### src/rtl/tcm_pkg.sv
// Shared definitions for the external TCM access port: FSM states, size codes
// and the ITCM/DTCM window select values (overridable via ITCM_BASE/DTCM_BASE).
`ifndef ITCM_BASE
`define ITCM_BASE 8'h10
`endif
`ifndef DTCM_BASE
`define DTCM_BASE 8'h20
`endif

package tcm_pkg;

  typedef enum logic [1:0] {
    IDLE  = 2'd0,
    ISSUE = 2'd1,
    RDATA = 2'd2,
    RESP  = 2'd3
  } state_e;

  localparam logic [1:0] SZ_B = 2'd0;
  localparam logic [1:0] SZ_H = 2'd1;
  localparam logic [1:0] SZ_W = 2'd2;

  localparam logic [7:0] ITCM_SEL_DEF = `ITCM_BASE;
  localparam logic [7:0] DTCM_SEL_DEF = `DTCM_BASE;

  // Natural alignment check; size 3 is never legal.
  function automatic logic size_aligned(input logic [1:0] size, input logic [1:0] lo);
    case (size)
      SZ_B:    return 1'b1;
      SZ_H:    return !lo[0];
      SZ_W:    return lo == 2'b00;
      default: return 1'b0;
    endcase
  endfunction

endpackage

### src/rtl/tcm_ext_lane.sv
// Combinational byte-lane steering: write byte enables and data replication,
// and read-data extraction with zero extension.
module tcm_ext_lane
  import tcm_pkg::*;
(
  input  logic [1:0]  size,
  input  logic [1:0]  lo,
  input  logic [31:0] wdata,
  input  logic [31:0] rdata_raw,
  output logic [3:0]  ben,
  output logic [31:0] wdata_lane,
  output logic [31:0] rdata_ext
);

  logic [31:0] shifted;

  always_comb begin
    // NOTE: every output gets a default first so no path leaves a latch behind.
    shifted    = rdata_raw >> {lo, 3'b000};
    ben        = 4'h0;
    wdata_lane = '0;
    rdata_ext  = '0;
    case (size)
      SZ_B: begin
        ben        = 4'b0001 << lo;
        wdata_lane = {4{wdata[7:0]}};
        rdata_ext  = {24'h0, shifted[7:0]};
      end
      SZ_H: begin
        ben        = 4'b0011 << lo;
        wdata_lane = {2{wdata[15:0]}};
        rdata_ext  = {16'h0, shifted[15:0]};
      end
      SZ_W: begin
        ben        = 4'hF;
        wdata_lane = wdata;
        rdata_ext  = shifted;
      end
      default: ;
    endcase
  end

endmodule

### src/rtl/tcm_ext_port.sv
// External host port into ITCM/DTCM: one access per request, issued only when the
// core leaves the TCM idle. TCM_EXT_STARVE_EN adds the starvation counter and core_hold.
module tcm_ext_port
  import tcm_pkg::*;
#(
  parameter int unsigned STARVE_LIMIT = 15,
  parameter logic [7:0]  ITCM_SEL     = ITCM_SEL_DEF,
  parameter logic [7:0]  DTCM_SEL     = DTCM_SEL_DEF
) (
  input  logic        clk,
  input  logic        cpurst,
  input  logic        ext_req_valid,
  output logic        ext_req_ready,
  input  logic        ext_req_we,
  input  logic [1:0]  ext_req_size,
  input  logic [31:0] ext_req_addr,
  input  logic [31:0] ext_req_wdata,
  output logic        ext_rsp_valid,
  input  logic        ext_rsp_ready,
  output logic [31:0] ext_rsp_rdata,
  output logic        ext_rsp_err,
  input  logic        core_tcm_busy,
  output logic        core_hold,
  output logic        tcm_cs,
  output logic        tcm_we,
  output logic        tcm_sel_i,
  output logic [31:0] tcm_addr,
  output logic [3:0]  tcm_ben,
  output logic [31:0] tcm_wdata,
  input  logic [31:0] tcm_rdata
);

  if (STARVE_LIMIT < 1 || STARVE_LIMIT > 15) begin : g_limit_check
    $error("STARVE_LIMIT must be in 1..15");
  end

  state_e      state;
  logic [1:0]  req_size;
  logic [1:0]  req_lo;
  logic [1:0]  lane_size;
  logic [1:0]  lane_lo;
  logic [3:0]  lane_ben;
  logic [31:0] lane_wdata;
  logic [31:0] lane_rdata;
  logic        in_itcm;
  logic        in_dtcm;
  logic        dec_ok;

  assign in_itcm = ext_req_addr[31:24] == ITCM_SEL;
  assign in_dtcm = ext_req_addr[31:24] == DTCM_SEL;
  assign dec_ok  = (in_itcm || in_dtcm) && size_aligned(ext_req_size, ext_req_addr[1:0]);

  // The lane unit serves the live request while idle and the latched one afterwards.
  assign lane_size = (state == IDLE) ? ext_req_size      : req_size;
  assign lane_lo   = (state == IDLE) ? ext_req_addr[1:0] : req_lo;

  tcm_ext_lane u_lane (
    .size       (lane_size),
    .lo         (lane_lo),
    .wdata      (ext_req_wdata),
    .rdata_raw  (tcm_rdata),
    .ben        (lane_ben),
    .wdata_lane (lane_wdata),
    .rdata_ext  (lane_rdata)
  );

  assign ext_req_ready = state == IDLE;
  assign ext_rsp_valid = state == RESP;
  // A core access always wins the cycle it is present.
  assign tcm_cs        = (state == ISSUE) && !core_tcm_busy;

  always_ff @(posedge clk or posedge cpurst) begin
    if (cpurst) begin
      state         <= IDLE;
      req_size      <= SZ_B;
      req_lo        <= 2'b00;
      ext_rsp_rdata <= '0;
      ext_rsp_err   <= 1'b0;
      tcm_we        <= 1'b0;
      tcm_sel_i     <= 1'b0;
      tcm_addr      <= '0;
      tcm_ben       <= 4'h0;
      tcm_wdata     <= '0;
    end else begin
      // NOTE: non-blocking assignments keep every register reading pre-edge values.
      case (state)
        IDLE: if (ext_req_valid) begin
          req_size      <= ext_req_size;
          req_lo        <= ext_req_addr[1:0];
          ext_rsp_rdata <= '0;
          if (!dec_ok) begin
            ext_rsp_err <= 1'b1;
            state       <= RESP;
          end else begin
            ext_rsp_err <= 1'b0;
            tcm_we      <= ext_req_we;
            tcm_sel_i   <= in_itcm;
            tcm_addr    <= {ext_req_addr[31:2], 2'b00};
            tcm_ben     <= ext_req_we ? lane_ben   : 4'h0;
            tcm_wdata   <= ext_req_we ? lane_wdata : '0;
            state       <= ISSUE;
          end
        end
        ISSUE: if (!core_tcm_busy) begin
          state     <= tcm_we ? RESP : RDATA;
          tcm_we    <= 1'b0;
          tcm_sel_i <= 1'b0;
          tcm_addr  <= '0;
          tcm_ben   <= 4'h0;
          tcm_wdata <= '0;
        end
        RDATA: begin
          ext_rsp_rdata <= lane_rdata;
          state         <= RESP;
        end
        RESP: if (ext_rsp_ready) begin
          ext_rsp_rdata <= '0;
          ext_rsp_err   <= 1'b0;
          state         <= IDLE;
        end
        default: state <= IDLE;
      endcase
    end
  end

`ifdef TCM_EXT_STARVE_EN
  logic [3:0] starve_cnt;
  logic [3:0] cnt_inc;
  logic       hold_q;

  assign cnt_inc   = (starve_cnt == 4'hF) ? starve_cnt : starve_cnt + 4'd1;
  assign core_hold = hold_q;

  // Counter restarts for every request; hold asserts once the limit of denied cycles is hit.
  always_ff @(posedge clk or posedge cpurst) begin
    if (cpurst) begin
      starve_cnt <= 4'h0;
      hold_q     <= 1'b0;
    end else if (state == IDLE) begin
      starve_cnt <= 4'h0;
      hold_q     <= 1'b0;
    end else if (state == ISSUE) begin
      if (core_tcm_busy) begin
        starve_cnt <= cnt_inc;
        if (cnt_inc >= 4'(STARVE_LIMIT)) hold_q <= 1'b1;
      end else begin
        hold_q <= 1'b0;
      end
    end
  end
`else
  assign core_hold = 1'b0;
`endif

endmodule

### config.mk
export PLATFORM = sky130hd
export DESIGN_NAME = tcm_ext_port
export DESIGN_NICKNAME = d
export VERILOG_FILES = /design/src/rtl/tcm_pkg.sv /design/src/rtl/tcm_ext_lane.sv /design/src/rtl/tcm_ext_port.sv
export SDC_FILE = /design/constraint.sdc
export NUM_CORES = 1
export LEC_CHECK = 0
export BUFFER_PORTS_ARGS = -buffer_cell sky130_fd_sc_hd__buf_2
export CORE_ASPECT_RATIO = 1.25
export CORE_MARGIN = 1
export CORE_UTILIZATION = 49
export DETAILED_ROUTE_END_ITERATION = 12
export MAX_ROUTING_LAYER = met4
export PLACE_DENSITY = 0.87
export SYNTH_ARGS = -nofsm -noshare
export SYNTH_HDL_FRONTEND = slang
export SYNTH_HIERARCHICAL = 1
export SYNTH_SLANG_ARGS = --single-unit
### constraint.sdc
create_clock -name clk -period 4.4 [get_ports clk]
set_input_delay 1.1 -clock clk [delete_from_list [all_inputs] [get_ports clk]]
set_output_delay 1.1 -clock clk [all_outputs]
set_load 0.1 [all_outputs]
# Yosys cells after proc, flatten, opt, wreduce, memory -nomap -nowiden
# Index checks and enable logic that the tools add are counted.
[word_totals] out_inout_bits=107 wordCells=82 regBits=109
[op_classes] mux=39 shift=3 eq_ne=13 reduce_logical=17
[op_table] cell="$pmux 32 s3" count=3
[op_table] cell="$mux 32" count=8
[op_table] cell="$pmux 32 s2" count=2
[op_table] cell="$shr 32x5->32" count=1
[op_table] cell="$mux 4" count=4
[op_table] cell="$mux 2" count=6
[op_table] cell="$pmux 4 s3" count=1
[op_table] cell="$mux 1" count=9
[op_table] cell="$reduce_and 3->1" count=3
[op_table] cell="$eq 2x2->1 const B" count=4
[op_table] cell="$eq 8x5->1 const B" count=1
[op_table] cell="$eq 8x6->1 const B" count=1
[op_table] cell="$logic_not 2->1" count=4
[op_table] cell="$pmux 2 s4" count=1
[op_table] cell="$pmux 4 s2" count=1
[op_table] cell="$eq 2x1->1 const B" count=3
[op_table] cell="$pmux 1 s2" count=3
[op_table] cell="$ne 2x1->1 const B" count=2
[op_table] cell="$ne 2x2->1 const B" count=2
[op_table] cell="$reduce_and 4->1" count=1
[op_table] cell="$reduce_bool 2->1" count=2
[op_table] cell="$shl 1x2->4 const A" count=1
[op_table] cell="$shl 2x2->4 const A" count=1
[op_table] cell="$pmux 1 s3" count=1
[op_table] cell="5 further kinds" count=7

# Logic depth before layout (Yosys ltp)
# Gate-level depths: netlist (run 1).
[logic_depth] ltp_word=8 mapped_depth=11

# Hierarchy
# The synthesis (run 1) kept the hierarchy.
[by_module_without_submodules] module="tcm_ext_port" area_per_inst_um2=4197.8 n_inst=1 cells_each=348 seq_area_each_um2=2677.6
[by_module_without_submodules] module="tcm_ext_lane" area_per_inst_um2=1201.2 n_inst=1 cells_each=171 seq_area_each_um2=0.0

# Worst setup path before layout (run 1)
# No wires, ideal clock.
[synth_timing] kind="in2out" startpoint="in core_tcm_busy" endpoint="out tcm_cs" arrival_ps=2435 slack_ps=865 path_buffers=0 t_required_ps=3300 stages=1 path_cell_list="nor2b_1"
[synth_via] elab_chain_cells=2
[synth_rtl] item="start, declared" line_no="tcm_ext_port.sv:22" text="input logic core_tcm_busy,"
[synth_rtl] item="$logic_not 1->1"
[synth_rtl] item="$logic_and 1x1->1" line_no="tcm_ext_port.sv:70" text="assign tcm_cs = (state == ISSUE) && !core_tcm_busy;"
[synth_rtl] item="end, declared" line_no="tcm_ext_port.sv:24" text="output logic tcm_cs,"
# No other way between the ends.

# Worst setup path in the final report (run 1)
[layout_timing] startpoint="reg state[0]" endpoint="reg ext_rsp_rdata[16]"
[layout_via] elab_chain_cells=5 elab_cells_between_ends=15 classes_between="eq/ne: 6; shift: 1; mux: 4; reduce/logical: 4"
[layout_rtl] item="start, declared" line_no="tcm_ext_port.sv:37" text="state_e state;"
[layout_rtl] item="start signal, assigned" line_no="tcm_ext_port.sv:105" text="state <= tcm_we ? RESP : RDATA;"
[layout_rtl] item="$logic_not 2->1 (*)" line_no="tcm_ext_port.sv:54" text="assign lane_size = (state == IDLE) ? ext_req_size : req_size;"
[layout_rtl] item="$mux 2 (*)" line_no="tcm_ext_port.sv:54"
[layout_rtl] item="net lane_size[1]" line_no="tcm_ext_port.sv:40" text="logic [1:0] lane_size;"
[layout_rtl] item="$eq 2x2->1, or another cell as far along" line_no="tcm_ext_lane.sv:23" text="case (size)"
[layout_rtl] item="$pmux 32 s3 (*)" line_no="tcm_ext_lane.sv:23"
[layout_rtl] item="net lane_rdata[16]" line_no="tcm_ext_port.sv:44" text="logic [31:0] lane_rdata;"
[layout_rtl] item="$pmux 32 s3 (*)" line_no="tcm_ext_port.sv:86" text="case (state)"
[layout_rtl] item="end signal, assigned" line_no="tcm_ext_port.sv:113" text="ext_rsp_rdata <= lane_rdata;"
[layout_rtl] item="end, declared" line_no="tcm_ext_port.sv:20" text="output logic [31:0] ext_rsp_rdata,"
# Mark *: on every way through the listed nets, which the timed path passes. The rest lies on a longest branch.
# A chain may end at the register's enable or synchronous reset.

==> run_results.csv, run 1 <==
group,metric,value,unit
cts,post-cts-setup-buffer-count,0,
critical_path,worstReg2RegStart,"state[0]$_DFFE_PP0P_",
drt,route.detailed.wl_per_inst,17.2,µm
drt,ant_nets,0,
cts,worst_setup_hold_path_clk_slew,0.08,ns
sta,grt_setup_unrepaired,"false",
logic_synthesis,ys_ff_latch,107,
sta,max-slew-margin-rel,0.219,
critical_path,critPathArrivalTime,3.41,ns
drt,num_vias,4751,
critical_path,endpoint_kind,"flop",
logic_synthesis,synth_ff_type,"sky130_fd_sc_hd__dfrtp_1",
critical_path,worstPathRequired,4.66,ns
sta,clock-skew-final,0.00819,ns
logic_synthesis,synthDominantCellAreaShare,0.496,
power,power.ir.vdd_worst,0.536,mV
final_layout,area_growth_syn_to_layout,24.4,%
global_route,global_route_total_usage_across_every_layer,0.259,
place,gp_routability_congestion,0.903,
global_route,grt_first_pass_wirelength,22400,µm
sta,timing.final.hold_violations,0,
cts,clkLatencyLatePin,0.34,ns
logic_synthesis,synth.distinct_cells,46,
floorplanning,floorplan.io_pins,211,
power,leakage,3.56,nW
worst_hold_path,hold_start,"ext_rsp_rdata[8]$_DFFE_PP0P_",
cts,cts_hold_buf,0,
logic_synthesis,netlist_top_cells_count,"sky130_fd_sc_hd__dfrtp_1 (107), sky130_fd_sc_hd__nand2_1 (76), sky130_fd_sc_hd__a22o_1 (59)",
final_layout,nNetsFinal,811,
sta,finalSetupViolations,0,
run,max_cap_viol_count,0,
global_route,grt_max_degree,97,
drt,drt-initial-drc-count,241,
logic_synthesis,yosysSeqAreaShare,0.496,
worst_hold_path,hold_path.class,"reg -> reg",
place,placement.io_buffers,207,
run_status,outcome,"finished, final reports clean",
place,post-dp-hpwl,10500,µm
logic_synthesis,synth_top_area_cell,"sky130_fd_sc_hd__dfrtp_1",
power,power_per_cell_area,684,nW/µm²
cts,ctsLongestPathBuffers,2,
critical_path,crit_path_start,"state[0]$_DFFE_PP0P_",
logic_synthesis,yosys-top-cells-area,"sky130_fd_sc_hd__dfrtp_1 (50%), sky130_fd_sc_hd__a22o_1 (9.6%), sky130_fd_sc_hd__nand2_1 (5.3%)",
drt,via_density_per_instance,5.66,
critical_path,ff2ff_path_depth,8,
place,dpl-instance-area,6400,µm²
final_layout,drive_gt1_frac,0.373,
floorplanning,core_area,10700,µm²
floorplanning,dieArea,11400,µm²
global_route,total_gr_overflow,0,
critical_path,crit_path_max_fanout,33,
sta,tightest_slew,1.17,ns
global_route,antenna_found_initial,0,
cts,htreeDepth,3,
sta,layout_worst_path_cycle_share,0.714,
cts,cts-buffers-inserted,9,
final_layout,finish.instance_area,6720,µm²
critical_path,cp-start-kind,"flop",
logic_synthesis,syn_avg_cell_area,10.4,µm²
sta,min_period,3.14,ns
sta,achievable-frequency,318,MHz
critical_path,critical_path_class,"reg -> reg",
cts,cts_tree,"yes",
sta,final_max_slew_viol_count,0,
floorplanning,die-height,119,µm
cts,post_cts.resized_instances,0,
logic_synthesis,ys.warnings.count,6,
final_layout,num_antenna_cells,0,
cts,clockRootBuffer,"sky130_fd_sc_hd__clkbuf_16",
worst_hold_path,min_path_cells,2,
logic_synthesis,synthMostInstantiatedCell,"sky130_fd_sc_hd__dfrtp_1",
drt,pre_repair_dr_iteration_count,6,
cts,number_of_sinks_on_the_clock_net,107,
floorplanning,floorplan.initialDensity,0.506,
global_route,grt_pass1_vias,4688,
floorplanning,die_x,95.9,µm
logic_synthesis,synth-edff-count,0,
floorplanning,num_rows,42,
drt,routed_wl,14400,µm
drt,drcViolationCount,0,
sta,totalNegativeSetupSlack,0,ns
logic_synthesis,synth_cell_area,5400,µm²
logic_synthesis,synth_cells,519,
logic_synthesis,synth_async_sr_flop_share,1.00,
area by class of cell:
type,count,area [µm²]
Fill cell,897,3950
Sequential cell,107,2680
Multi-Input combinational cell,367,2460
Timing Repair Buffer,212,1070
Clock buffer,9,225
Tap cell,132,165
Clock inverter,7,92.6
Inverter,5,21.3
state kept, by name (all words and copies together), names as in the netlist, 2 cells and up:
name,count
tcm_ben,4
req_size,2
state,2
ext_rsp_rdata,32
req_lo,2
tcm_addr,30
tcm_wdata,32
report_power, final:
group	switching (mW)	internal, mW	leakage [nW]
registers	0.0664	1.10	1.48
clock network	0.391	0.458	0.156
logic	1.96	0.621	1.92
total	2.41	2.18	3.56
layout by cell type (no fill, tap or decap), types with 8 or more instances in the layout:
cell,netlist,final
sky130_fd_sc_hd__a211oi_2,8,8
sky130_fd_sc_hd__and2_1,22,22
sky130_fd_sc_hd__buf_2,10,207
sky130_fd_sc_hd__mux2i_1,18,18
sky130_fd_sc_hd__a21oi_1,17,17
sky130_fd_sc_hd__a22o_1,59,59
sky130_fd_sc_hd__o21ai_0,53,53
sky130_fd_sc_hd__nor2b_1,18,18
sky130_fd_sc_hd__nand2_1,76,76
sky130_fd_sc_hd__nor2_2,8,8
sky130_fd_sc_hd__nand2b_1,12,12
sky130_fd_sc_hd__mux2_2,8,8
sky130_fd_sc_hd__dfrtp_1,107,107
sky130_fd_sc_hd__a211oi_1,9,9
sky130_fd_sc_hd__o22ai_1,8,8
sky130_fd_sc_hd__clkbuf_16,0,9
sky130_fd_sc_hd__a21o_1,12,12
critical path: stages, from the launching register on:
cell and delay, ns:
sky130_fd_sc_hd__dfrtp_1 0.42, sky130_fd_sc_hd__inv_1 0.14, sky130_fd_sc_hd__ha_1 0.47, sky130_fd_sc_hd__mux2_2 0.65, sky130_fd_sc_hd__nor2b_2 0.65, sky130_fd_sc_hd__nand2b_2 0.29
sky130_fd_sc_hd__nor2_2 0.15, sky130_fd_sc_hd__nand2_1 0.06, sky130_fd_sc_hd__o21ai_0 0.20
stage by stage:
| step | std cells | utilization | power [mW] | setup slack, ns | hold WS (ns) |
|---|---|---|---|---|---|
| after global routing | 839 | 0.630 | 4.84 | 0.922 | 0.501 |
| after detailed placement | 823 | 0.600 | 3.75 | 1.17 | 0.465 |
| after CTS | 839 | 0.630 | 4.61 | 1.25 | 0.486 |
| after global placement | 823 | 0.600 | 3.68 | 1.25 | 0.462 |
| after floorplan | 521 | - | 3.39 | 0.483 | 0.475 |
| final | 839 | 0.630 | 4.59 | 1.26 | 0.478 |
cell families (layout without fill, tap and decap cells):
logic type | after synthesis | in the layout | share of synthesized area
compound gates | 175 | 175 | 0.233
other cells | 1 | 3 | 0.000695
flops | 107 | 107 | 0.496
simple gates | 157 | 157 | 0.155
xor+xnor | 1 | 1 | 0.00162
buf+inv | 47 | 233 | 0.0524
fa+ha+maj | 5 | 5 | 0.0116
mux | 26 | 26 | 0.0501
per-layer routing:
layer	track usage	share of wire	routed length (µm)	vias to the layer above
li1	-	-	-	2202
met1	0.295	0.40	5710	2306
met2	0.441	0.51	7370	212
met3	0.0498	0.068	974	31
met4	0.0998	0.024	350	0
met5	-	0	0	-
final timing paths:
| path | end | slack, ns |
|---|---|---|
| worst max-delay path | ext_rsp_rdata[16]$_DFFE_PP0P_ | 1.26 |
| worst min register to register | ext_rsp_rdata[8]$_DFFE_PP0P_ | 0.48 |
| max in group asynchronous | ext_rsp_rdata[7]$_DFFE_PP0P_ | 2.54 |
| min in group asynchronous | tcm_wdata[0]$_DFFE_PP0P_ | 1.05 |
| worst max register to register | ext_rsp_rdata[16]$_DFFE_PP0P_ | 1.26 |
| worst min-delay path | ext_rsp_rdata[8]$_DFFE_PP0P_ | 0.48 |
Power figures use the tool's default switching activity.
==> run 2, diff against run 1 <==
- CORE_UTILIZATION: 49 -> 44
- PLACE_DENSITY: 0.87 -> 0.83
- clock period: 4.4 -> 2.8 ns (I/O delays scaled with it)
==> run 2 against run 1 <==
Effect of this change:
- routed wire length is 2.9% lower
- non-clock buffer count increased by 9
- power grew 59%
- clock power is 51% higher
- worst hold slack hardly changed
- design area grew 2.1%
- highest routed layer unchanged
- critical endpoint is now ext_rsp_rdata[3]$_DFFE_PP0P_
- utilization shrank 4.8 points
- global-route usage fell by 2.9 points
==> run_results.csv, run 2 (synthesis results as in run 1) <==
group,metric,value,unit
sta,final_max_slew_viol_count,0,
power,p_seq_frac,0.251,
final_layout,regs_by_ff_count,"ext_rsp_rdata x32, tcm_wdata x32, tcm_addr x30",
drt,route.detailed.wl_per_inst,15.9,µm
sta,hold_ws,0.478,ns
floorplanning,core_area,11800,µm²
power,power.total,7.32,mW
critical_path,crit_path_start,"state[1]$_DFFE_PP0P_",
power,p_int,3.48,mW
drt,ant_nets,0,
critical_path,critical_path_class,"reg -> reg",
run,max_cap_viol_count,0,
sta,max-slew-margin-rel,0.611,
cts,htreeDepth,3,
global_route,antenna_found_initial,0,
sta,tightest_slew,0.584,ns
drt,num_vias,4702,
final_layout,nNetsFinal,820,
critical_path,cp-start-kind,"flop",
critical_path,worstReg2RegStart,"state[1]$_DFFE_PP0P_",
critical_path,ff2ff_path_depth,8,
place,place_ws,0.179,ns
sta,achievable-frequency,388,MHz
place,post-dp-hpwl,10400,µm
global_route,grt_max_degree,108,
final_layout,num-fill-cells,1067,
critical_path,critPathArrivalTime,2.77,ns
sta,finalSetupViolations,0,
power,p_comb_frac,0.574,
floorplanning,floorplan.io_pins,211,
final_layout,multi_input_comb_area,2460,µm²
floorplanning,num_rows,44,
power,leakage,3.60,nW
power,clock_power_share,0.175,
power,switchingPower,3.84,mW
drt,drcViolationCount,0,
critical_path,endpoint_kind,"flop",
critical_path,reg2reg_slack,0.22,ns
sta,timing.final.hold_violations,0,
drt,routed_wl,14000,µm
critical_path,worstPathRequired,3.00,ns
final_layout,layout_common_cells,"sky130_fd_sc_hd__buf_2 (207), sky130_fd_sc_hd__dfrtp_1 (107), sky130_fd_sc_hd__nand2_1 (76), sky130_fd_sc_hd__a22o_1 (59), sky130_fd_sc_hd__o21ai_0 (53)",
cts,cts_tree,"yes",
power,power_per_cell_area,1070,nW/µm²
final_layout,area_growth_syn_to_layout,27.0,%
worst_hold_path,hold_path.class,"in -> async",
floorplanning,dieArea,12700,µm²
critical_path,worst_r2r_endpoint,"ext_rsp_rdata[3]$_DFFE_PP0P_",
global_route,grt_first_pass_wirelength,22500,µm
cts,worst_setup_hold_path_clk_slew,0.08,ns
cts,clockRootBuffer,"sky130_fd_sc_hd__clkbuf_16",
place,placement.io_buffers,207,
sta,grt_setup_unrepaired,"false",
cts,clkLatencyLatePin,0.34,ns
power,power.share.switching,0.524,
critical_path,crit_path_max_fanout,32,
sta,min_period,2.58,ns
cts,cts_hold_buf,0,
drt,via_density_per_instance,5.36,
final_layout,footprint_of_the_flip_flops_and_latches,2680,µm²
place,gp_routability_congestion,0.878,
sta,layout_worst_path_cycle_share,0.920,
drt,drt-initial-drc-count,203,
global_route,global_route_total_usage_across_every_layer,0.230,
cts,post_cts.resized_instances,0,
final_layout,drive_gt1_frac,0.383,
place,dpl-instance-area,6550,µm²
power,power.ir.vdd_worst,0.835,mV
floorplanning,floorplan.initialDensity,0.458,
sta,clock-skew-final,0.0104,ns
cts,cts-buffers-inserted,9,
cts,ctsLongestPathBuffers,2,
global_route,total_gr_overflow,0,
global_route,grt_pass1_vias,4741,
final_layout,num_antenna_cells,0,
sta,fin_ws,0.225,ns
run_status,outcome,"finished, final reports clean",
cts,post-cts-setup-buffer-count,0,
floorplanning,die_x,101,µm
sta,totalNegativeSetupSlack,0,ns
cts,number_of_sinks_on_the_clock_net,107,
final_layout,finish.instance_area,6860,µm²
drt,pre_repair_dr_iteration_count,4,
floorplanning,die-height,126,µm
final_layout,final_common_cell,"sky130_fd_sc_hd__buf_2",
==> run 2: worst max-delay path by stage <==
stage / to / slack [ns] / cells past startpoint
floorplan: tcm_cs / 0.03 / 3
global placement: tcm_wdata[20]$_DFFE_PP0P_ / 0.23 / 6
detailed placement: tcm_addr[11]$_DFFE_PP0P_ / 0.18 / 6
CTS: ext_rsp_rdata[3]$_DFFE_PP0P_ / 0.22 / 8
global route: ext_rsp_rdata[3]$_DFFE_PP0P_ / 0.04 / 8
finish: ext_rsp_rdata[3]$_DFFE_PP0P_ / 0.22 / 8
==> run 2: critical path, stage by stage, from the launching register on <==
cell and delay, ns:
sky130_fd_sc_hd__dfrtp_1 0.42, sky130_fd_sc_hd__inv_1 0.14, sky130_fd_sc_hd__ha_2 0.35, sky130_fd_sc_hd__mux2_2 0.31, sky130_fd_sc_hd__buf_4 0.43, sky130_fd_sc_hd__mux2i_1 0.45, sky130_fd_sc_hd__o22ai_1 0.17, sky130_fd_sc_hd__nand2_1 0.07
sky130_fd_sc_hd__o21ai_0 0.08
==> run 2: cell type report <==
cell class,count,area share
Clock inverter,7,0.0126
Timing Repair Buffer,221,0.172
Multi-Input combinational cell,367,0.359
Inverter,5,0.00328
Tap cell,161,0.0294
Sequential cell,107,0.391
Clock buffer,9,0.0328
==> run 2: metrics by stage <==
stage | utilization | instances
after floorplan | - | 521
after global placement | 0.556 | 861
after detailed placement | 0.556 | 861
after CTS | 0.582 | 877
after global routing | 0.582 | 877
final | 0.582 | 877
==> run 2: power groups by stage <==
stage / logic, mW / clock network, mW / registers [mW]
2_1_floorplan: 2.46 / 0 / 2.87
3_3_place_gp: 4.13 / 0 / 1.85
3_5_place_dp: 4.20 / 0 / 1.87
4_1_cts: 4.21 / 1.32 / 1.84
5_1_grt: 4.51 / 1.38 / 1.86
6_report: 4.20 / 1.28 / 1.83
==> run 2: routing by layer <==
layer	vias to the layer above	share of wire	track usage
met1	2261	0.40	0.269
met4	0	0.016	0.0725
met3	20	0.061	0.0350
met2	187	0.52	0.400
li1	2234	-	-
met5	-	0	-
